--- src/rtl/ik_iterate_pkg.sv ---
// ---------------------------------------------------------------------------
// ik_iterate_pkg
// Shared definitions for the iterative IK controller: word width, fixed-point
// format, the wrap constants PI / 2PI in Q.16 and the controller state codes.
// ---------------------------------------------------------------------------
package ik_iterate_pkg;

   localparam int IK_W    = 36;  // signed joint/pose word width
   localparam int IK_FRAC = 16;  // fractional bits, 65536 = 1.0

   localparam logic signed [IK_W-1:0] IK_PI     = 36'sd205887;
   localparam logic signed [IK_W-1:0] IK_TWO_PI = 36'sd411775;

   // Controller states, kept as plain 3-bit codes for compatibility with
   // existing tooling that decodes the state register directly.
   typedef logic [2:0] state_t;
   localparam state_t S_IDLE   = 3'd0;
   localparam state_t S_LOAD   = 3'd1;
   localparam state_t S_KICK   = 3'd2;
   localparam state_t S_RUN    = 3'd3;
   localparam state_t S_UPDATE = 3'd4;
   localparam state_t S_CHECK  = 3'd5;
   localparam state_t S_DONE   = 3'd6;

endpackage

--- src/rtl/ik_iterate_if.sv ---
// ---------------------------------------------------------------------------
// ik_iterate_if
// Link between the iteration controller and one solver step engine.
//   solver_rst        : one-cycle reset pulse before each iteration
//   solver_en         : enable, high only while the solver runs
//   solver_dh_dyn_in  : current joint values
//   solver_target     : goal pose captured at solve start
//   solver_done       : iteration complete
//   solver_dh_dyn_out : updated joint values
//   solver_delta      : signed per-joint step of the last iteration
// master = controller side, slave = solver side.
// ---------------------------------------------------------------------------
interface ik_iterate_if import ik_iterate_pkg::*; #(
   parameter int N_JOINTS = 6,
   parameter int W        = IK_W
);
   logic                         solver_rst;
   logic                         solver_en;
   logic [N_JOINTS-1:0][W-1:0]   solver_dh_dyn_in;
   logic [N_JOINTS-1:0][W-1:0]   solver_target;
   logic                         solver_done;
   logic [N_JOINTS-1:0][W-1:0]   solver_dh_dyn_out;
   logic [N_JOINTS-1:0][W-1:0]   solver_delta;

   modport master (
      output solver_rst, solver_en, solver_dh_dyn_in, solver_target,
      input  solver_done, solver_dh_dyn_out, solver_delta
   );

   modport slave (
      input  solver_rst, solver_en, solver_dh_dyn_in, solver_target,
      output solver_done, solver_dh_dyn_out, solver_delta
   );
endinterface

--- src/rtl/ik_iterate_angle_wrap.sv ---
// ---------------------------------------------------------------------------
// angle_wrap
// Single-step angle wrap for one joint. Rotational joints above PI lose 2PI,
// below -PI gain 2PI; translational joints pass through untouched.
//   theta_in  : raw joint value (signed Q.16)
//   is_rot    : 1 = rotational joint
//   theta_out : wrapped joint value
// ---------------------------------------------------------------------------
module angle_wrap import ik_iterate_pkg::*; #(
   parameter int W = IK_W
) (
   input  logic [W-1:0] theta_in,
   input  logic         is_rot,
   output logic [W-1:0] theta_out
);

   localparam logic signed [W-1:0] PI_W     = W'(IK_PI);
   localparam logic signed [W-1:0] TWO_PI_W = W'(IK_TWO_PI);

   logic signed [W-1:0] theta_s;
   assign theta_s = $signed(theta_in);

   // NOTE: every output of a combinational block gets a default first so no
   // path leaves it unassigned and a latch cannot be inferred.
   always_comb begin
      theta_out = theta_in;
      if (is_rot && (theta_s > PI_W)) begin
         theta_out = $unsigned(theta_s - TWO_PI_W);
      end else if (is_rot && (theta_s < -PI_W)) begin
         theta_out = $unsigned(theta_s + TWO_PI_W);
      end
   end

endmodule

--- src/rtl/ik_iterate.sv ---
// ---------------------------------------------------------------------------
// ik_iterate
// Iteration controller for a numeric IK solver. Captures a problem on start,
// then repeatedly resets/runs the solver, folds its joint update back in
// (with angle wrap) and stops on convergence (max |delta| < tol) or when
// max_iter iterations are done.
//   clk, rst      : clock, asynchronous active-high reset
//   start         : one-cycle solve request (honoured in IDLE/DONE only)
//   theta_init    : initial joint values      target : goal pose
//   joint_type    : 1 = rotational per joint  max_iter, tol : stop criteria
//   busy          : solve in progress         result_valid : result ready
//   converged     : stopped on tolerance      iter_count : iterations done
//   theta_out     : final joint values        solver : link to the solver
// ---------------------------------------------------------------------------
module ik_iterate import ik_iterate_pkg::*; #(
   parameter int N_JOINTS = 6,
   parameter int W        = IK_W
) (
   input  logic                       clk,
   input  logic                       rst,
   input  logic                       start,
   input  logic [N_JOINTS-1:0][W-1:0] theta_init,
   input  logic [N_JOINTS-1:0][W-1:0] target,
   input  logic [N_JOINTS-1:0]        joint_type,
   input  logic [7:0]                 max_iter,
   input  logic [W-1:0]               tol,
   output logic                       busy,
   output logic                       result_valid,
   output logic                       converged,
   output logic [7:0]                 iter_count,
   output logic [N_JOINTS-1:0][W-1:0] theta_out,
   ik_iterate_if.master               solver
);

   state_t                     state;
   logic [N_JOINTS-1:0][W-1:0] theta_q;
   logic [N_JOINTS-1:0][W-1:0] target_q;
   logic [N_JOINTS-1:0]        jtype_q;
   logic [7:0]                 max_iter_q;
   logic [W-1:0]               tol_q;
   logic [W:0]                 mag_q;

   logic [N_JOINTS-1:0][W-1:0] theta_wrapped;
   logic [W:0]                 mag_next;
   logic signed [W:0]          delta_ext;
   logic [W:0]                 delta_abs;

   for (genvar j = 0; j < N_JOINTS; j++) begin : g_wrap
      angle_wrap #(.W(W)) u_wrap (
         .theta_in  (solver.solver_dh_dyn_out[j]),
         .is_rot    (jtype_q[j]),
         .theta_out (theta_wrapped[j])
      );
   end

   // Largest step magnitude. One extra bit keeps |-2^(W-1)| representable.
   always_comb begin
      mag_next  = '0;
      delta_ext = '0;
      delta_abs = '0;
      for (int j = 0; j < N_JOINTS; j++) begin
         delta_ext = $signed({solver.solver_delta[j][W-1], solver.solver_delta[j]});
         delta_abs = delta_ext[W] ? $unsigned(-delta_ext) : $unsigned(delta_ext);
         if (delta_abs > mag_next) mag_next = delta_abs;
      end
   end

   // Solver inputs only change in LOAD/UPDATE, so they are stable from KICK
   // through the end of RUN.
   assign solver.solver_rst       = (state == S_KICK);
   assign solver.solver_en        = (state == S_RUN);
   assign solver.solver_dh_dyn_in = theta_q;
   assign solver.solver_target    = target_q;

   assign busy = (state == S_LOAD) || (state == S_KICK) || (state == S_RUN) ||
                 (state == S_UPDATE) || (state == S_CHECK);

   // NOTE: state registers use non-blocking assignments so every flop
   // samples pre-edge values regardless of statement order.
   // NOTE: the joint registers are reset too: they drive solver_dh_dyn_in
   // and theta_out, which must read zero while rst is high.
   always_ff @(posedge clk or posedge rst) begin
      if (rst) begin
         state        <= S_IDLE;
         theta_q      <= '0;
         target_q     <= '0;
         jtype_q      <= '0;
         max_iter_q   <= '0;
         tol_q        <= '0;
         mag_q        <= '0;
         iter_count   <= '0;
         converged    <= 1'b0;
         result_valid <= 1'b0;
         theta_out    <= '0;
      end else begin
         case (state)
            // The problem is captured with the accepted start, so the LOAD
            // cycle already holds it and only has to pick the next state.
            S_IDLE, S_DONE: begin
               if (start) begin
                  theta_q      <= theta_init;
                  target_q     <= target;
                  jtype_q      <= joint_type;
                  max_iter_q   <= max_iter;
                  tol_q        <= tol;
                  iter_count   <= '0;
                  converged    <= 1'b0;
                  result_valid <= 1'b0;
                  state        <= S_LOAD;
               end
            end
            S_LOAD: begin
               if (max_iter_q == 8'd0) begin
                  result_valid <= 1'b1;
                  theta_out    <= theta_q;
                  state        <= S_DONE;
               end else begin
                  state <= S_KICK;
               end
            end
            S_KICK: state <= S_RUN;
            S_RUN: begin
               if (solver.solver_done) state <= S_UPDATE;
            end
            S_UPDATE: begin
               theta_q    <= theta_wrapped;
               iter_count <= iter_count + 8'd1;
               mag_q      <= mag_next;
               state      <= S_CHECK;
            end
            S_CHECK: begin
               if (mag_q < {1'b0, tol_q}) begin
                  converged    <= 1'b1;
                  result_valid <= 1'b1;
                  theta_out    <= theta_q;
                  state        <= S_DONE;
               end else if (iter_count == max_iter_q) begin
                  result_valid <= 1'b1;
                  theta_out    <= theta_q;
                  state        <= S_DONE;
               end else begin
                  state <= S_KICK;
               end
            end
            default: state <= S_IDLE;
         endcase
      end
   end

endmodule

--- src/flat_wrapper.sv ---
// flat-port wrapper written by rule: the top's interface ports become plain ports
module ik_iterate_flat import ik_iterate_pkg::*;
#(
   parameter int N_JOINTS = 6,
   parameter int W        = IK_W
)
  (clk, rst, start, theta_init, target, joint_type, max_iter, tol, busy, result_valid, converged, iter_count, theta_out, solver_solver_rst, solver_solver_en, solver_solver_dh_dyn_in, solver_solver_target, solver_solver_done, solver_solver_dh_dyn_out, solver_solver_delta);
  ik_iterate_if #(.N_JOINTS(N_JOINTS), .W(W)) solver_i ();
  input  logic clk;
  input  logic rst;
  input  logic start;
  input  logic [N_JOINTS-1:0][W-1:0] theta_init;
  input  logic [N_JOINTS-1:0][W-1:0] target;
  input  logic [N_JOINTS-1:0] joint_type;
  input  logic [7:0] max_iter;
  input  logic [W-1:0] tol;
  output logic busy;
  output logic result_valid;
  output logic converged;
  output logic [7:0] iter_count;
  output logic [N_JOINTS-1:0][W-1:0] theta_out;
  output wire logic [$bits(solver_i.solver_rst)-1:0] solver_solver_rst;
  output wire logic [$bits(solver_i.solver_en)-1:0] solver_solver_en;
  output wire logic [$bits(solver_i.solver_dh_dyn_in)-1:0] solver_solver_dh_dyn_in;
  output wire logic [$bits(solver_i.solver_target)-1:0] solver_solver_target;
  input wire logic [$bits(solver_i.solver_done)-1:0] solver_solver_done;
  input wire logic [$bits(solver_i.solver_dh_dyn_out)-1:0] solver_solver_dh_dyn_out;
  input wire logic [$bits(solver_i.solver_delta)-1:0] solver_solver_delta;
  assign solver_solver_rst = solver_i.solver_rst;
  assign solver_solver_en = solver_i.solver_en;
  assign solver_solver_dh_dyn_in = solver_i.solver_dh_dyn_in;
  assign solver_solver_target = solver_i.solver_target;
  assign solver_i.solver_done = solver_solver_done;
  assign solver_i.solver_dh_dyn_out = solver_solver_dh_dyn_out;
  assign solver_i.solver_delta = solver_solver_delta;
  ik_iterate #(.N_JOINTS(N_JOINTS), .W(W)) u_core (.clk(clk), .rst(rst), .start(start), .theta_init(theta_init), .target(target), .joint_type(joint_type), .max_iter(max_iter), .tol(tol), .busy(busy), .result_valid(result_valid), .converged(converged), .iter_count(iter_count), .theta_out(theta_out), .solver(solver_i));
endmodule
--- config.mk ---
export PLATFORM = sky130hd
export DESIGN_NAME = ik_iterate_flat
export DESIGN_NICKNAME = d
export VERILOG_FILES = /design/src/rtl/ik_iterate_pkg.sv /design/src/rtl/ik_iterate_if.sv /design/src/rtl/ik_iterate_angle_wrap.sv /design/src/rtl/ik_iterate.sv /design/src/flat_wrapper.sv
export SDC_FILE = /design/constraint.sdc
export NUM_CORES = 2
export LEC_CHECK = 0
export CAP_MARGIN = 20
export CORE_AREA = 2 2 606 608
export CTS_CLUSTER_DIAMETER = 100
export CTS_CLUSTER_SIZE = 20
export DETAILED_ROUTE_END_ITERATION = 8
export DIE_AREA = 0 0 608 610
export PLACE_DENSITY = 0.32
export SLEW_MARGIN = 5
export SYNTH_ARGS = -nofsm -noshare
export SYNTH_HDL_FRONTEND = slang
export SYNTH_HIERARCHICAL = 1
export SYNTH_SLANG_ARGS = --single-unit
--- constraint.sdc ---
create_clock -name clk -period 31.7 [get_ports clk]
set_clock_uncertainty 0.1 [all_clocks]
set_input_delay 4.755 -clock clk [delete_from_list [all_inputs] [get_ports clk]]
set_output_delay 4.755 -clock clk [all_outputs]
set_load 0.02 [all_outputs]
Word-level counts from Yosys, hierarchy flattened
Index checks and enable logic that the tools add are counted.
- $add $sub $neg: 19
- $lt $le $gt $ge: 19
- eq/ne operators: 12
- mux-type cells: 45
- reductions and logical operators: 29
- operator list (operator ; count):
    two-way mux 216 bit ; 4
    one-hot mux 216 bit (2 select lines) ; 2
    two-way mux 37 bit ; 12
    two-way mux 36 bit ; 12
    negation 36 -> 37 bit ; 6
    adder 36 x 20 -> 36 bit, second input constant ; 6
    greater-than comparator 36 x 19 -> 1 bit, second input constant ; 6
    less-than comparator 36 x 19 -> 1 bit, second input constant ; 6
    subtractor 36 x 20 -> 36 bit, second input constant ; 6
    greater-than comparator 37 bit ; 5
    greater-than comparator 37 x 1 -> 1 bit, second input constant ; 1
    less-than comparator 37 x 36 -> 1 bit ; 1
    one-hot mux 3 bit (6 select lines) ; 1
    one-hot mux 8 bit (2 select lines) ; 1
    two-way mux 3 bit ; 5
    logical AND 1 bit ; 12
    equality test 3 bit, second input constant ; 3
    adder 8 x 1 -> 8 bit, second input constant ; 1
    equality test 8 bit ; 1
    logical NOT 8 bit ; 1
    two-way mux 8 bit ; 1
    equality test 3 x 2 -> 1 bit, second input constant ; 2
    inequality test 2 bit, second input constant ; 3
    AND reduction 2 bit ; 3
    13 further kinds ; 23
- register bits: 748
- input port bits: 918
- output and inout port bits: 661

Depth between registers and ports, before layout
- word-level depth: 14
- mapped depth: 62

By module
Netlist, hierarchy kept.
- modules (own cells, without submodules) (module ; instances ; cells each ; area each (um^2) ; sequential area each (um^2)):
    ik_iterate ; 1 ; 4343 ; 40587.7 ; 18718.0
    angle_wrap ; 6 ; 261 ; 1767.9 ; 0.0

Least setup slack after synthesis
Ideal clock, no wire load.
- path kind: input -> register
- from: input port solver_solver_delta[41]
- to: register u_core.mag_q[22]
- library setup time: 135 ps
- data arrival time: 17092 ps
- data required time: 31465 ps
- path slack: 14372 ps
- cell stages on the path: 59
- buffers on the path: 9
- cells stage by stage: nor4_1 nand2_1 or3_1 o41ai_1 xor2_1 inv_1 ha_1 nand4_1 nor3_1 a221o_1 o31a_1 o31ai_1 buf_2 buf_2 mux2i_1 inv_1 ha_1 nand4_1 (+23 left out) o21ai_0 a21bo_2 nand3_1 clkbuf_1 clkbuf_1 nor2_1 a21o_1 ha_1 nand4_1 nor3_1 nand2_1 or4_1 mux2i_1 a21oi_1 clkbuf_1 clkbuf_1 a221oi_1 o22ai_1
- longest elaborated chain between the ends: 12
- RTL lines (what ; RTL line ; text):
    start, declared ; flat_wrapper.sv:28 ; input wire logic [$bits(solver_i.solver_delta)-1:0] solver_solver_delta;
    negation 36 -> 37 bit ; ik_iterate.sv:63 ; delta_abs = delta_ext[W] ? $unsigned(-delta_ext) : $unsigned(delta_ext);
    two-way mux 37 bit (*) ; ik_iterate.sv:63 ;
    greater-than comparator 37 bit ; ik_iterate.sv:64 ; if (delta_abs > mag_next) mag_next = delta_abs;
    two-way mux 37 bit (*) ; ik_iterate.sv:64 ;
    greater-than comparator 37 bit ; ik_iterate.sv:64 ;
    two-way mux 37 bit (*) ; ik_iterate.sv:64 ;
    greater-than comparator 37 bit ; ik_iterate.sv:64 ;
    two-way mux 37 bit (*) ; ik_iterate.sv:64 ;
    greater-than comparator 37 bit ; ik_iterate.sv:64 ;
    two-way mux 37 bit (*) ; ik_iterate.sv:64 ;
    greater-than comparator 37 bit ; ik_iterate.sv:64 ;
    two-way mux 37 bit (*) ; ik_iterate.sv:64 ;
    end signal, assigned ; ik_iterate.sv:128 ; mag_q <= mag_next;
    end, declared ; ik_iterate.sv:41 ; logic [W:0] mag_q;
Mark *: on every way between the ends. The rest lies on a longest branch, timed or not.
A chain may end at the register's enable or synchronous reset.

Final worst setup path
- from: input port solver_solver_delta[39]
- to: register u_core.mag_q[33]
The elaborated chain is that of the path after synthesis.

==> metrics.md <==
| Metric | Value |
|---|---|
| Final-report setup violation count | 0 |
| Starting Density | 0.140 |
| Post-place setup slack | approximately 9200 ps |
| RSZ-0062 raised after global routing | false |
| Slowest cell delay on critical path | 840 ps |
| Die Height | a little over 600 um |
| Initial DRC Count | between 4000 and 5000 |
| Hold Crit Endpoint | u_core/solver.solver_target[199] |
| GRT overflow | 0 |
| Routed wire per std cell | 32.4 um |
| Ys async rst share | 1.00 |
| Synth Flop Type | dfrtp_1 |
| R2r endpoint | u_core/theta_out[116] |
| Layout cell share with drive strength beyond 1 | 0.0775 |
| Vias per cell | around 4.4 |
| Nets@finish | 8446 |
| Cell internal pwr | between 3000 and 4000 uW |
| Post-Synthesis Cell Area | between 50000 and 60000 um^2 |
| Tcrit/Tclk final | 0.701 |
| CP Launch Type | input pin |
| H-tree depth | 3 |
| Sw Pwr | between 3000 and 4000 uW |
| Reg2Reg Depth | 12 |
| R2R setup slack | ~26000 ps |
| Largest net degree at the start of global routing | approximately 160 |
| Sequential power share | 0.278 |
| Static Leak | 0.0311 uW |
| Max-slew violations | 0 |
| Critical-path maximum fanout | 47 |
| Synth Register Bits | approximately 750 |
| R2r startpoint | u_core/mag_q[30] |
| Detailed-route via count | approximately 54000 |
| Site row count | 222 |
| Switching share of total power | 0.492 |
| CTS resizes | 0 |
| Peak VDD IR | a little under 0.00005 V |
| Clk sinks | 748 |
| Hold_buf cts | 0 |
| Final hold violation count | 0 |
| WS Path Type | input pin to flop |
| Post-synth EDFFs | 0 |
| CTS clk-pin slew, worst paths | 80 ps |
| Critical-path top delay cell | o31ai_4 |
| Status | finished clean |
| Gate count of the mapped netlist | 5909 |
| Setup Fix Bufs, Post-CTS | 0 |
| Clock latency on the worst-skew pair | 850 ps |
| Clk buf depth | 4 |
| Mean cell area of the mapped netlist | between 8 and 9 um^2 |
| Core box area | about 360000 um^2 |
| Combinational power share | 0.552 |
| HP Class | flop to flop |
| Worst Setup Slack, final | between 9000 and 10000 ps |
| Routed Antenna Nets | 0 |
| Port Buf Inserts | between 1500 and 2000 |
| Number of max-cap violations | 0 |
| Buffers and inverters on the worst path | 10 |
| TritonRoute pass-1 iters | 7 |
| Syn-to-layout area delta | 46.4% |
| HPWL after detailed placement | approximately 330 mm |
| # IOs | approximately 1600 |
| Routability cong. | around 0.98 |
| Reg area | ~19000 um^2 |
| Min Tclk post-route | between 20000 and 25000 ps |
| Synth unique cells | 97 |
| Clk pwr share | 0.170 |
| Hold Crit Start | u_core/solver.solver_target[199] |
| Gr usage total | 0.205 |
| First-pass GRT wire length | slightly above 500 mm |
| Sequential fraction of the synthesis area | 0.366 |
| TNS Setup | 0 ps |
| Root buffer cell | clkbuf_16 |
| P per Cell Area | roughly 90 nW/um^2 |
| Routed wire length | between 300 and 400 mm |
| Num CTS Buffers | 82 |
| Most common cell after layout, fill and taps aside | clkdlybuf4s50_1 |
| Worst-Margin Slew | between 1000 and 1500 ps |
| Max Clk Rate | about 45 MHz |
| Top delay family on crit path | compound AO/OA/AOI/OAI gates |
| FILL cells | between 40000 and 50000 |
| Hold depth | 2 |
| Worst endpoint required time | between 30000 and 40000 ps |
| Die extent in x | a little over 600 um |
| Worst Setup SP | solver_solver_delta[39] |
| Residual DRC count | 0 |
| Warnings from Yosys | 6 |
| Initial antenna violation count | around 230 |
| Die area | about 370000 um^2 |
| Area of the multi-input gates | around 30000 um^2 |
| Most frequent cells in the layout | 1578 x clkdlybuf4s50_1, 1466 x nand2_1, 748 x dfrtp_1, 255 x xor2_1, 239 x ha_1 |
| Crit path top cell by count | buf_4 |
| Max-slew headroom | 0.230 |
| Arrival time worst endpoint | around 23000 ps |
| Worst setup EP type | flop |
| TritonCTS clock tree | built |
| Vias in the first global route | roughly 52000 |
metal layers:
layer / up-vias / part of all wire / track usage
met5: - / 0.00049 / 0
met4: 28 / 0.028 / 0.0464
met3: 521 / 0.068 / 0.0504
met2: 2314 / 0.47 / 0.346
met1: 27304 / 0.43 / 0.262
li1: 24048 / - / -
per-stage QoR:
stage	std cells	cell area (um^2)	total power [uW]	utilization	hold WS, ps
detailed placement	12019	71900	5500	0.197	361
floorplan	5917	51200	3400	-	347
finish	12224	74900	6550	0.206	372
global route	12182	74800	6920	0.205	398
global placement	12017	71800	5480	0.197	356
CTS	12165	74800	6670	0.205	378
tightest hold or removal path, cell delays in order (launching register included):
cell and delay [ps]:
dfrtp_1 340, nand2_1 50, nand2_1 50
cell type report:
| type | count | share of cell area |
|---|---|---|
| Tap cell | 4816 | 0.0804 |
| Sequential cell | 748 | 0.250 |
| Timing Repair Buffer | 1646 | 0.219 |
| Multi-Input combinational cell | 4640 | 0.402 |
| Inverter | 171 | 0.00867 |
| Clock inverter | 54 | 0.00978 |
| Clock buffer | 92 | 0.0290 |
| Antenna cell | 57 | 0.00190 |
power groups by stage:
stage / Combinational (uW) / Clock [uW] / Sequential (uW)
2_1_floorplan: 1300 / 0 / 2100
3_3_place_gp: 3640 / 0 / 1840
3_5_place_dp: 3650 / 0 / 1840
4_1_cts: 3680 / 1170 / 1830
5_1_grt: 3850 / 1190 / 1870
6_report: 3610 / 1120 / 1820
cells by family after synthesis:
kind of cell	after synthesis	share of synthesized area
and+or+nand+nor	2386	0.215
AOI/OAI and AO/OA	1308	0.180
DFF	748	0.366
buffers and inverters	529	0.0478
xor gates and xnor gates	398	0.0681
muxes	299	0.0646
adders and majority gates	239	0.0584
other	2	0.000147
synthesized netlist by cell type (29+ instances only):
| master | count | area share |
|---|---|---|
| a211oi_1 | 48 | 0.0070 |
| a21o_1 | 50 | 0.0073 |
| a21oi_1 | 143 | 0.014 |
| a22oi_1 | 223 | 0.033 |
| and3_1 | 46 | 0.0056 |
| and4_1 | 33 | 0.0056 |
| buf_6 | 29 | 0.0064 |
| clkbuf_1 | 266 | 0.020 |
| dfrtp_1 | 748 | 0.37 |
| ha_1 | 239 | 0.058 |
| inv_1 | 171 | 0.013 |
| mux2_2 | 231 | 0.051 |
| mux2i_1 | 48 | 0.0094 |
| nand2_1 | 1466 | 0.11 |
| nand2b_1 | 36 | 0.0044 |
| nand3_1 | 109 | 0.011 |
| nand4_1 | 91 | 0.011 |
| nor2_1 | 195 | 0.014 |
| nor3_1 | 106 | 0.010 |
| o2111ai_1 | 33 | 0.0056 |
| o211ai_1 | 64 | 0.0094 |
| o21ai_0 | 228 | 0.022 |
| o22ai_1 | 101 | 0.012 |
| o31ai_1 | 83 | 0.012 |
| o32ai_1 | 30 | 0.0051 |
| or3_1 | 39 | 0.0048 |
| or4_1 | 50 | 0.0073 |
| xnor2_1 | 143 | 0.024 |
| xor2_1 | 255 | 0.044 |
flip-flops by register name (all words and copies together), names as in the netlist:
| name | cells |
|---|---|
| u_core/solver.solver_dh_dyn_in | 216 |
| u_core/solver.solver_target | 216 |
| u_core/theta_out | 216 |
| u_core/mag_q | 37 |
| u_core/tol_q | 36 |
| u_core/iter_count | 8 |
| u_core/max_iter_q | 8 |
| u_core/jtype_q | 6 |
| u_core/state | 3 |
| u_core/converged | 1 |
| u_core/result_valid | 1 |
how the worst max path moves through the flow:
| stage | to | slack (ps) | depth (start not counted) |
|---|---|---|---|
| 3_5_place_dp | u_core/mag_q[32] | 9180 | 57 |
| 2_1_floorplan | u_core/converged | 5850 | 1 |
| 4_1_cts | u_core/mag_q[23] | 9990 | 57 |
| 5_1_grt | u_core/mag_q[34] | 8570 | 58 |
| 6_report | u_core/mag_q[33] | 9480 | 54 |
| 3_3_place_gp | u_core/mag_q[26] | 9610 | 56 |
(Power assumes the default switching activity.)
